[src/rtl/hex_pkg.sv]
// hex_pkg: shared segment types and decode constants for the 7-seg refresh controller.
package hex_pkg;
  typedef logic [6:0] seg_t;
  typedef enum logic {IDLE, SCAN} scan_state_t;
  localparam seg_t SEG_BLANK = 7'b1111111;
  localparam seg_t SEG_0 = 7'b1000000;
  localparam seg_t SEG_1 = 7'b1111001;
  localparam seg_t SEG_2 = 7'b0100100;
  localparam seg_t SEG_3 = 7'b0110000;
  localparam seg_t SEG_4 = 7'b0011001;
  localparam seg_t SEG_5 = 7'b0010010;
  localparam seg_t SEG_6 = 7'b0000010;
  localparam seg_t SEG_7 = 7'b1111000;
  localparam seg_t SEG_8 = 7'b0000000;
  localparam seg_t SEG_9 = 7'b0010000;
  localparam seg_t SEG_A = 7'b0001000;
  localparam seg_t SEG_B = 7'b0000011;
  localparam seg_t SEG_C = 7'b1000110;
  localparam seg_t SEG_D = 7'b0100001;
  localparam seg_t SEG_E = 7'b0000110;
  localparam seg_t SEG_F = 7'b0001110;
  localparam seg_t SEG_LUT [16] = '{SEG_0, SEG_1, SEG_2, SEG_3, SEG_4, SEG_5, SEG_6, SEG_7,
                                    SEG_8, SEG_9, SEG_A, SEG_B, SEG_C, SEG_D, SEG_E, SEG_F};
endpackage

[src/rtl/hex_seg_decode.sv]
// hex_seg_decode: combinational hex value + enable to active-low segment pattern.
module hex_seg_decode
  import hex_pkg::*;
(
  input  logic [3:0] val,
  input  logic       en,
  output seg_t       seg
);
  always_comb seg = en ? SEG_LUT[val] : SEG_BLANK;
endmodule

[src/rtl/hex_refresh_ctrl.sv]
// hex_refresh_ctrl: per-digit value/enable register file scanned round-robin through one shared decoder.
module hex_refresh_ctrl
  import hex_pkg::*;
#(
  parameter int NUM_DIGITS = 6,
  parameter int DATA_WIDTH = 4,
  parameter int TICK_DIV   = 4
) (
  input  logic                    clk,
  input  logic                    reset,
  input  logic                    wr_valid,
  output logic                    wr_ready,
  input  logic [2:0]              wr_idx,
  input  logic [DATA_WIDTH-1:0]   wr_data,
  input  logic                    wr_en,
  output logic                    wr_err,
  output logic [NUM_DIGITS*7-1:0] hex_out,
  output logic [2:0]              scan_idx,
  output logic                    frame_done
);
  localparam int CW = (TICK_DIV > 1) ? $clog2(TICK_DIV) : 1;
  scan_state_t state, state_nxt;
  logic [CW-1:0] cnt;
  logic [DATA_WIDTH-1:0] val [NUM_DIGITS];
  logic [NUM_DIGITS-1:0] en;
  logic commit, xfer, in_range;
  seg_t seg;
  always_ff @(posedge clk) state <= reset ? IDLE : state_nxt;
  always_comb state_nxt = (state == IDLE) ? SCAN : state;
  always_comb begin
    commit     = (state == SCAN) && (cnt == CW'(TICK_DIV - 1));
    wr_ready   = (state == SCAN) && !commit;
    frame_done = commit && (scan_idx == 3'(NUM_DIGITS - 1));
    xfer       = wr_valid && wr_ready;
    in_range   = int'(wr_idx) < NUM_DIGITS;
  end
  hex_seg_decode u_dec (
    .val(val[scan_idx]),
    .en (en[scan_idx]),
    .seg(seg)
  );
  always_ff @(posedge clk) begin
    if (reset) begin
      cnt      <= '0;
      scan_idx <= '0;
      wr_err   <= 1'b0;
      en       <= '0;
      hex_out  <= {NUM_DIGITS{SEG_BLANK}};
      for (int i = 0; i < NUM_DIGITS; i++) val[i] <= '0;
    end else begin
      wr_err <= xfer && !in_range;
      if (state == SCAN) cnt <= commit ? '0 : cnt + 1'b1;
      if (xfer && in_range) begin
        val[wr_idx] <= wr_data;
        en[wr_idx]  <= wr_en;
      end
      if (commit) begin
        hex_out[int'(scan_idx)*7 +: 7] <= seg;
        scan_idx <= (scan_idx == 3'(NUM_DIGITS - 1)) ? '0 : scan_idx + 1'b1;
      end
    end
  end
endmodule

[config.mk]
export PLATFORM = sky130hd
export DESIGN_NAME = hex_refresh_ctrl
export DESIGN_NICKNAME = d
export VERILOG_FILES = /design/src/rtl/hex_pkg.sv /design/src/rtl/hex_seg_decode.sv /design/src/rtl/hex_refresh_ctrl.sv
export SDC_FILE = /design/constraint.sdc
export NUM_CORES = 1
export LEC_CHECK = 0
export BUFFER_PORTS_ARGS = -buffer_cell sky130_fd_sc_hd__buf_2
export CORE_MARGIN = 2
export CORE_UTILIZATION = 60
export DETAILED_ROUTE_END_ITERATION = 12
export HOLD_SLACK_MARGIN = 0.1
export PLACE_DENSITY = 0.84
export SLEW_MARGIN = 20
export SYNTH_ARGS = -nofsm -noshare
export SYNTH_HDL_FRONTEND = slang
export SYNTH_SLANG_ARGS = --single-unit
[constraint.sdc]
create_clock -name clk -period 4.7 [get_ports clk]
set_input_delay 0.235 -clock clk [delete_from_list [all_inputs] [get_ports clk]]
set_output_delay 0.235 -clock clk [all_outputs]
set_load 0.03 [all_outputs]
==> results of run 1 <==
cells in the mapped netlist, types with 2 or more instances:
master,instances,area [um^2]
o21ai_0,8,40.0
or3b_2,2,17.5
or2_2,4,25.0
o221ai_2,3,45.0
dfxtp_1,58,1160
inv_1,16,60.1
nand3b_1,4,30.0
clkbuf_1,5,18.8
nor3_1,4,20.0
mux4_2,7,158
a21oi_1,12,60.1
nand4_1,2,12.5
nor2b_1,2,12.5
nand2b_1,3,18.8
o22a_1,13,114
o21ai_2,3,26.3
a221o_1,24,240
edfxtp_1,32,961
mux2i_1,15,150
nand2_1,24,90.1
mux2_2,2,22.5
nor2_1,42,158
buf_6,2,22.5
or3_1,2,12.5
o31ai_1,2,15.0
ha_1,12,150
buf_2,3,15.0
routing by layer:
layer | global-route usage | part of all wire
met1 | 0.337 | 0.44
met2 | 0.400 | 0.48
met3 | 0.0445 | 0.056
met4 | 0.104 | 0.025
met5 | 0 | 0
area by class of cell:
cell class / count / area, um^2
Clock inverter: 1 / 8.76
Sequential cell: 90 / 2120
Tap cell: 77 / 96.3
Timing Repair Buffer: 58 / 290
Multi-Input combinational cell: 216 / 1630
Inverter: 16 / 60.1
Clock buffer: 14 / 226
Fill cell: 446 / 1850
state kept, by name, indices dropped and copies added, names as in the netlist, named ones only:
signal and count:
wr_err 1, state 1, scan_idx 3, cnt 2, hex_out 42, val 32, en 6
report_power, final:
group	internal [mW]	total, mW	switching, mW
sequential	0.821	0.829	0.00785
combinational	0.0267	0.0806	0.0539
clock	0.316	0.587	0.271
logic make-up (layout without fill, tap and decap cells):
group | after synthesis | count (layout) | share of synthesized area
muxes | 25 | 25 | 0.0918
xor gates and xnor gates | 2 | 2 | 0.00456
and+or+nand+nor | 95 | 95 | 0.116
adders and majority gates | 12 | 12 | 0.0391
other | 1 | 8 | 0.000976
buffers and inverters | 27 | 89 | 0.0312
AOI/OAI and AO/OA | 74 | 74 | 0.164
DFF | 90 | 90 | 0.552
how the worst max path moves through the flow:
stage | endpoint | slack (ps) | cells after the start
after global routing | hex_out[38]$_SDFFE_PP1P_ | 1190 | 9
final | hex_out[10]$_SDFFE_PP1P_ | 1440 | 9
after detailed placement | hex_out[10]$_SDFFE_PP1P_ | 1460 | 9
after floorplan | hex_out[10]$_SDFFE_PP1P_ | 2030 | 10
after CTS | hex_out[10]$_SDFFE_PP1P_ | 1430 | 9
after global placement | hex_out[24]$_SDFFE_PP1P_ | 1600 | 9
metrics by stage:
stage                     worst slack (ps)  power, mW  instance area [um^2]  cells  hold slack [ps]
after floorplan                       2030      0.903                  3870    333              371
after global placement                1600      0.922                  4200    457              464
after detailed placement              1460      0.926                  4200    457              472
after CTS                             1430       1.50                  4430    472              165
after global routing                  1190       1.53                  4430    472              176
final                                 1440       1.50                  4430    472              165
critical path: stages, from the launching register on:
cell	delay [ps]
dfxtp_1	690
mux4_2	570
mux2i_1	540
inv_1	150
ha_1	270
inv_1	70
nor3_1	50
a211oi_1	280
o21ai_2	170
a221o_1	360
==> impl_metrics.toml, run 1 <==
[outcome]
outcome = "finished clean"

[synth]
yosys_warnings = 0
async_flop_share = 0
syn_inst = 326
yosys_register_bits = 90
synth_ff_type = "dfxtp_1"
synth_cell_types = 47
synth_edf_count = 32
seq_area_frac_synth = 0.552
syn_area_mm2 = 0.00384
synth_area_per_cell_um2 = 11.8

[cts]
clkLatencyLatePin_ps = 360
cts_hold_buffers = 0
cts.sinks = 90
cts_setup_buffers = 0
cts_tree = "done"
clk_pin_slew_ps = 90
htree_levels = 3
cts_buffer_depth = 2
root_buffer = "clkbuf_8"
cts_buffers = 9
post_cts_resized = 0

[floorplan]
die_width_um = 84.0
ios = 59
core_area_mm2 = 0.00628
initial_core_util = 0.612
rows = 29
die_y_um = 84.0
dieArea_mm2 = 0.00706

[critical_path]
arrival_ps = 3510
reg2regPathDepth = 9
worst_ep_required_time_ps = 4950
reg2reg_to = "hex_out[10]$_SDFFE_PP1P_"
r2r_slack_ps = 1440
start_kind = "flop"
worstPathMaxFanout = 10
criticalPathCategory = "reg2reg"
endpoint_kind = "flop"

[job]
maxCapViolCount = 0

[place]
place_congestion = 0.828
hpwlAfterDp_mm = 6.13
portBuffers = 58

[global_routing]
grt_start_max_net_pins = 42
grt_usage = 0.250
antenna_found_initial = 0
gr-total-overflow = 0
grt_pass1_vias = 2765
grt_pass1_wl_mm = 13.8

[drt]
drt-pass1-iter-count = 5
vias_per_cell = 6.09
routed_wl_mm = 8.64
drc = 0
wl_per_cell_um = 18.3
dr_total_vias = 2874
drt_iter0_markers = 217
final_antenna_net_count = 0

[pwr]
ir_worst_vdd_uv = 209
p_per_area_mw_per_mm2 = 338
p_leak_nw = 1.67

[final_layout]
drive_gt1_frac = 0.253
syn_to_final_growth_pct = 15.3
nNetsFinal = 414
final_util = 0.706
diodes = 0
final_cell_mix = "dfxtp_1 (58), buf_2 (58), nor2_1 (42), edfxtp_1 (32)"

[sta]
relSlewSlack = 0.326
slew_viol_final = 0
tightest_slew_ps = 1000
setup_tns_ps = 0
finalSetupViolCount = 0
max_freq_ghz = 0.307
rsz0062_at_grt = "false"
skew_ps = 8.08
hold_violations = 0
post-route-period-util = 0.693
fin_crit_ps = 3260

[hold_path]
min_to = "wr_err$_SDFF_PP0_"
hold-path-cell-count = 3
min-delay-start = "wr_idx[2]"
holdCritPathClass = "in2reg"
No activity file was read; power rests on OpenSTA's default activity.
==> inputs of run 2 (changes only) <==
ABC_AREA = 1   (was unset)
CORE_UTILIZATION = 52   (was 60)
PLACE_DENSITY = 0.76   (was 0.84)
clock period = 2.9 ns   (was 4.7 ns; I/O delays follow)
==> impl_metrics.toml, run 2 <==
[final_layout]
top_register = "hex_out"
fill_cells = 681
drive_gt1_frac = 0.200
instances_no_fill = 687
register_area_mm2 = 0.00212
nNetsFinal = 603
multiInputGateArea_mm2 = 0.00181
final_cell_mix = "nand2_1 (134), dfxtp_1 (58), buf_2 (58), inv_1 (54), a21oi_1 (47)"
diodes = 0
top_regs = "hex_out: 42 flops, val: 32 flops, en: 6 flops"
largest_reg_flops = 42
syn_to_final_growth_pct = 15.1
final_common_cell = "nand2_1"

[cts]
cts_setup_buffers = 0
clkLatencyLatePin_ps = 360
cts_buffer_depth = 2
clk_pin_slew_ps = 90
cts.sinks = 90
cts_buffers = 9
root_buffer = "clkbuf_8"
cts_tree = "done"
htree_levels = 3
post_cts_resized = 0

[drt]
dr_total_vias = 3613
vias_per_cell = 5.26
drt_iter0_markers = 243
drt-pass1-iter-count = 5
wl_per_cell_um = 14.2
drc = 0
routed_wl_mm = 9.74
final_antenna_net_count = 0

[synth]
seq_area_frac_synth = 0.500
syn_area_mm2 = 0.00425
syn_inst = 513
synth_ff_type = "dfxtp_1"
synthTopCellsByCount = "nand2_1 (134), dfxtp_1 (58), inv_1 (54)"
synth_top_area_frac = 0.273
ys_top_cells_by_area = "dfxtp_1 (27%), edfxtp_1 (23%), nand2_1 (12%)"
synth_cell_types = 35
yosys_register_bits = 90
synth_edf_count = 32
synth_top_area_cell = "dfxtp_1"
synth_area_per_cell_um2 = 8.28
yosys_warnings = 0
synth_most_common_cell = "nand2_1"
async_flop_share = 0

[pwr]
p_leak_nw = 1.98
p_per_area_mw_per_mm2 = 528
ir_worst_vdd_uv = 375

[floorplan]
core_area_mm2 = 0.00781
dieArea_mm2 = 0.00891
die_width_um = 94.4
rows = 32
ios = 59
initial_core_util = 0.544
die_y_um = 94.4

[global_routing]
grt_pass1_vias = 3466
grt_usage = 0.233
grt_pass1_wl_mm = 16.2
gr-total-overflow = 0
antenna_found_initial = 0
grt_start_max_net_pins = 49

[critical_path]
reg2regPathDepth = 12
start_kind = "flop"
worstPathMaxFanout = 17
arrival_ps = 2650
worst_ep_required_time_ps = 3150
criticalPathCategory = "reg2reg"
endpoint_kind = "flop"
reg2reg_to = "hex_out[40]$_SDFFE_PP1P_"
r2r_slack_ps = 500

[sta]
finalSetupViolCount = 0
tightest_slew_ps = 676
fin_crit_ps = 2400
setup_tns_ps = 0
relSlewSlack = 0.549
post-route-period-util = 0.826
skew_ps = 9.34
rsz0062_at_grt = "false"
max_freq_ghz = 0.417
hold_violations = 0
slew_viol_final = 0

[hold_path]
holdCritPathClass = "in2reg"
min-delay-start = "wr_valid"
hold-path-cell-count = 3
min_to = "wr_err$_SDFF_PP0_"

[place]
hpwlAfterDp_mm = 6.93
dp.cells = 668
portBuffers = 58
place_congestion = 0.837

[outcome]
outcome = "finished clean"

[job]
maxCapViolCount = 0
## run 2: cell count changes in the layout (fill, tap and decap cells not counted), sizes merged, moves of 4 or more
cell	change
nand2	+120
nand3	+51
inv	+48
a21oi	+35
a221o	-24
mux2i	-16
o22a	-13
nand4	+11
mux4	-7
nor2	+6
nor3	+5
clkbuf	-4
or2	-4
## run 2: per-stage QoR
stage          hold WS [ps]  setup slack [ps]   util  power [mW]  cell area, um^2
2_1_floorplan           294               717      -        1.53             4270
3_3_place_gp            451               614  0.591        1.57             4620
3_5_place_dp            454               535  0.591        1.58             4620
4_1_cts                 108               514  0.626        2.59             4890
5_1_grt                 127               205  0.626        2.67             4890
6_report                126               503  0.626        2.58             4890
## run 2: where the power goes
part / switching (mW) / internal [mW] / total [mW]
Combinational: 0.145 / 0.0606 / 0.206
Clock: 0.449 / 0.576 / 1.03
Sequential: 0.0158 / 1.33 / 1.35
Total: 0.610 / 1.97 / 2.58
## run 2: area by class of cell
cell class / count / area share
flip-flops and latches: 90 / 0.434
inverters: 63 / 0.0504
multi-input cells: 352 / 0.370
clock inverters: 6 / 0.0233
clock buffers: 10 / 0.0261
repair buffers: 64 / 0.0701
well taps: 102 / 0.0261
## run 2: cell families (layout without fill, tap and decap cells)
| logic type | after synthesis | in the layout | synth area share |
|---|---|---|---|
| AND/OR/NAND/NOR | 269 | 269 | 0.300 |
| flip-flops | 90 | 90 | 0.500 |
| buffers and inverters | 78 | 143 | 0.0810 |
| AO/OA/AOI/OAI | 62 | 62 | 0.0772 |
| adder cells (fa/ha/maj) | 12 | 12 | 0.0353 |
| other | 1 | 8 | 0.000883 |
| XOR/XNOR | 1 | 1 | 0.00648 |
## run 2: worst max-delay path, cell delays in order, from the launching register on
cell and delay (ps):
dfxtp_1 770, nand2_1 110, nand3_1 110, nand2_1 60, o21ai_2 250, inv_1 130, ha_1 220, nand3_1 140
nand2_1 70, nand2_1 70, nand3_2 170, nand4_1 130, nand2_1 60
## run 2: layer usage
| metal | vias to the layer above | part of all wire | global-route usage | routed length (um) |
|---|---|---|---|---|
| li1 | 1798 | - | - | - |
| met1 | 1656 | 0.44 | 0.305 | 4280 |
| met2 | 137 | 0.48 | 0.378 | 4650 |
| met3 | 22 | 0.061 | 0.0439 | 597 |
| met4 | 0 | 0.022 | 0.106 | 217 |
| met5 | - | 0 | 0 | 0 |
## run 2: worst max-delay path by stage
stage	start	to	slack, ps	cells past startpoint
final	flop	hex_out[40]$_SDFFE_PP1P_	500	12
after global routing	flop	hex_out[40]$_SDFFE_PP1P_	200	12
after CTS	flop	hex_out[40]$_SDFFE_PP1P_	510	12
after detailed placement	flop	hex_out[40]$_SDFFE_PP1P_	530	12
after global placement	flop	hex_out[40]$_SDFFE_PP1P_	610	12
after floorplan	scan_idx[0]$_SDFFE_PP0P_	hex_out[28]$_SDFFE_PP1P_	720	9
## run 2: repair_timing
item                                    CTS  global route
endpoints found under the setup margin    0             0
hold endpoints to repair                  2             0
hold buffers                              3             0
==> inputs of run 3 (changes only) <==
CORE_UTILIZATION = 57   (was 52)
PLACE_DENSITY = 0.79   (was 0.76)
clock period = 2.3 ns   (was 2.9 ns; I/O delays follow)
==> impl_metrics.toml, run 3 (synthesis results as in run 2) <==
[cts]
cts_setup_buffers = 0
cts.sinks = 90
clkLatencyLatePin_ps = 370
htree_levels = 3
clk_pin_slew_ps = 90
cts_buffers = 9
cts_buffer_depth = 2
root_buffer = "clkbuf_8"
cts_tree = "done"

[global_routing]
grt_pass1_vias = 3541
gr-total-overflow = 0
grt_pass1_wl_mm = 16.7
grt_usage = 0.256
antenna_found_initial = 0
grt_start_max_net_pins = 49

[outcome]
outcome = "finished clean"

[final_layout]
diodes = 0
top_register = "hex_out"
final_cell_area_mm2 = 0.00489
nNetsFinal = 607
final_common_cell = "nand2_1"
final_cell_mix = "nand2_1 (134), buf_2 (58), dfxtp_1 (57), inv_1 (54), a21oi_1 (47)"
instances_no_fill = 688
drive_gt1_frac = 0.205
largest_reg_flops = 42
final_util = 0.674
syn_to_final_growth_pct = 15.1
top_regs = "hex_out: 42 flops, val: 32 flops, en: 6 flops"

[drt]
drt-pass1-iter-count = 5
vias_per_cell = 5.32
final_antenna_net_count = 0
routed_wl_mm = 9.80
dr_total_vias = 3658
drc = 0
wl_per_cell_um = 14.2
drt_iter0_markers = 214

[sta]
relSlewSlack = 0.630
holdWs_ps = 121
slew_viol_final = 0
setup_ws_ps = 251
skew_ps = 10.0
max_freq_ghz = 0.488
finalSetupViolCount = 0
tightest_slew_ps = 550
hold_violations = 0
setup_tns_ps = 0
post-route-period-util = 0.891
rsz0062_at_grt = "false"
fin_crit_ps = 2050

[job]
maxCapViolCount = 0

[pwr]
p_leak_nw = 2.00
p_per_area_mw_per_mm2 = 632
ir_worst_vdd_uv = 485
total_power_mw = 3.09

[place]
placed_area_mm2 = 0.00464
hpwlAfterDp_mm = 6.99
portBuffers = 58
dp.cells = 668
place_congestion = 0.851
place_ws_ps = 200

[floorplan]
die_width_um = 90.3
rows = 31
ios = 59
initial_core_util = 0.586
die_y_um = 90.3
core_area_mm2 = 0.00725
dieArea_mm2 = 0.00816

[hold_path]
holdCritPathClass = "in2reg"
min-delay-start = "reset"

[critical_path]
worst_ep_required_time_ps = 2560
criticalPathCategory = "reg2reg"
arrival_ps = 2310
worstPathMaxFanout = 17
start_kind = "flop"
r2r_slack_ps = 250
endpoint_kind = "flop"
## run 3: cell types whose count changed in the layout (fill, tap and decap cells not counted), moves of 2 or more
cell	delta
clkinvlp_4	-2
bufinv_16	-2
buf_4	+2
clkinv_4	+3
## run 3: path summary, 6_finish.rpt
| path | endpoint | cells after the start |
|---|---|---|
| worst max register to register | hex_out[36]$_SDFFE_PP1P_ | 16 |
| worst max-delay path | hex_out[36]$_SDFFE_PP1P_ | 16 |
| worst min register to register | hex_out[4]$_SDFFE_PP1P_ | 2 |
| worst min-delay path | state$_DFF_P_ | 2 |
## run 3: timing repair
item,CTS,global route
gates resized for setup,0,3
endpoints found under the setup margin,0,22
hold buffers,4,0
endpoints found under the hold margin,3,0
## run 3: worst max-delay path, cell delays in order (launching register included)
cell     delay, ps
dfxtp_1        320
buf_6          160
inv_8          100
nand2_1         60
nand2_1         60
nand2_1         50
nand2_1         60
nand2_1         60
nand2_2        100
inv_2           80
ha_1           290
nand3_1        110
nor2_1          50
nor2_1         120
nand2_2        140
nand4_1        130
nand2_1         50
## run 3: metal layers
metal / global-route usage / vias up / share of wire
met3: 0.0467 / 17 / 0.055
met1: 0.333 / 1694 / 0.44
li1: - / 1808 / -
met4: 0.109 / 0 / 0.022
met5: 0 / - / 0
met2: 0.422 / 139 / 0.48
## run 3: cell type report
type                    count  area (um^2)
clock buffers              10          128
clock inverters             6         73.8
fillers                   622         2360
inverters                  63          246
multi-input cells         352         1820
flip-flops and latches     90         2120
well taps                  99          124
repair buffers             68          379
## run 3: power breakdown
group | leakage (nW) | total (mW) | internal (mW) | switching, mW
Combinational | 1.10 | 0.268 | 0.0790 | 0.189
Sequential | 0.796 | 1.70 | 1.68 | 0.0159
Clock | 0.101 | 1.12 | 0.517 | 0.606
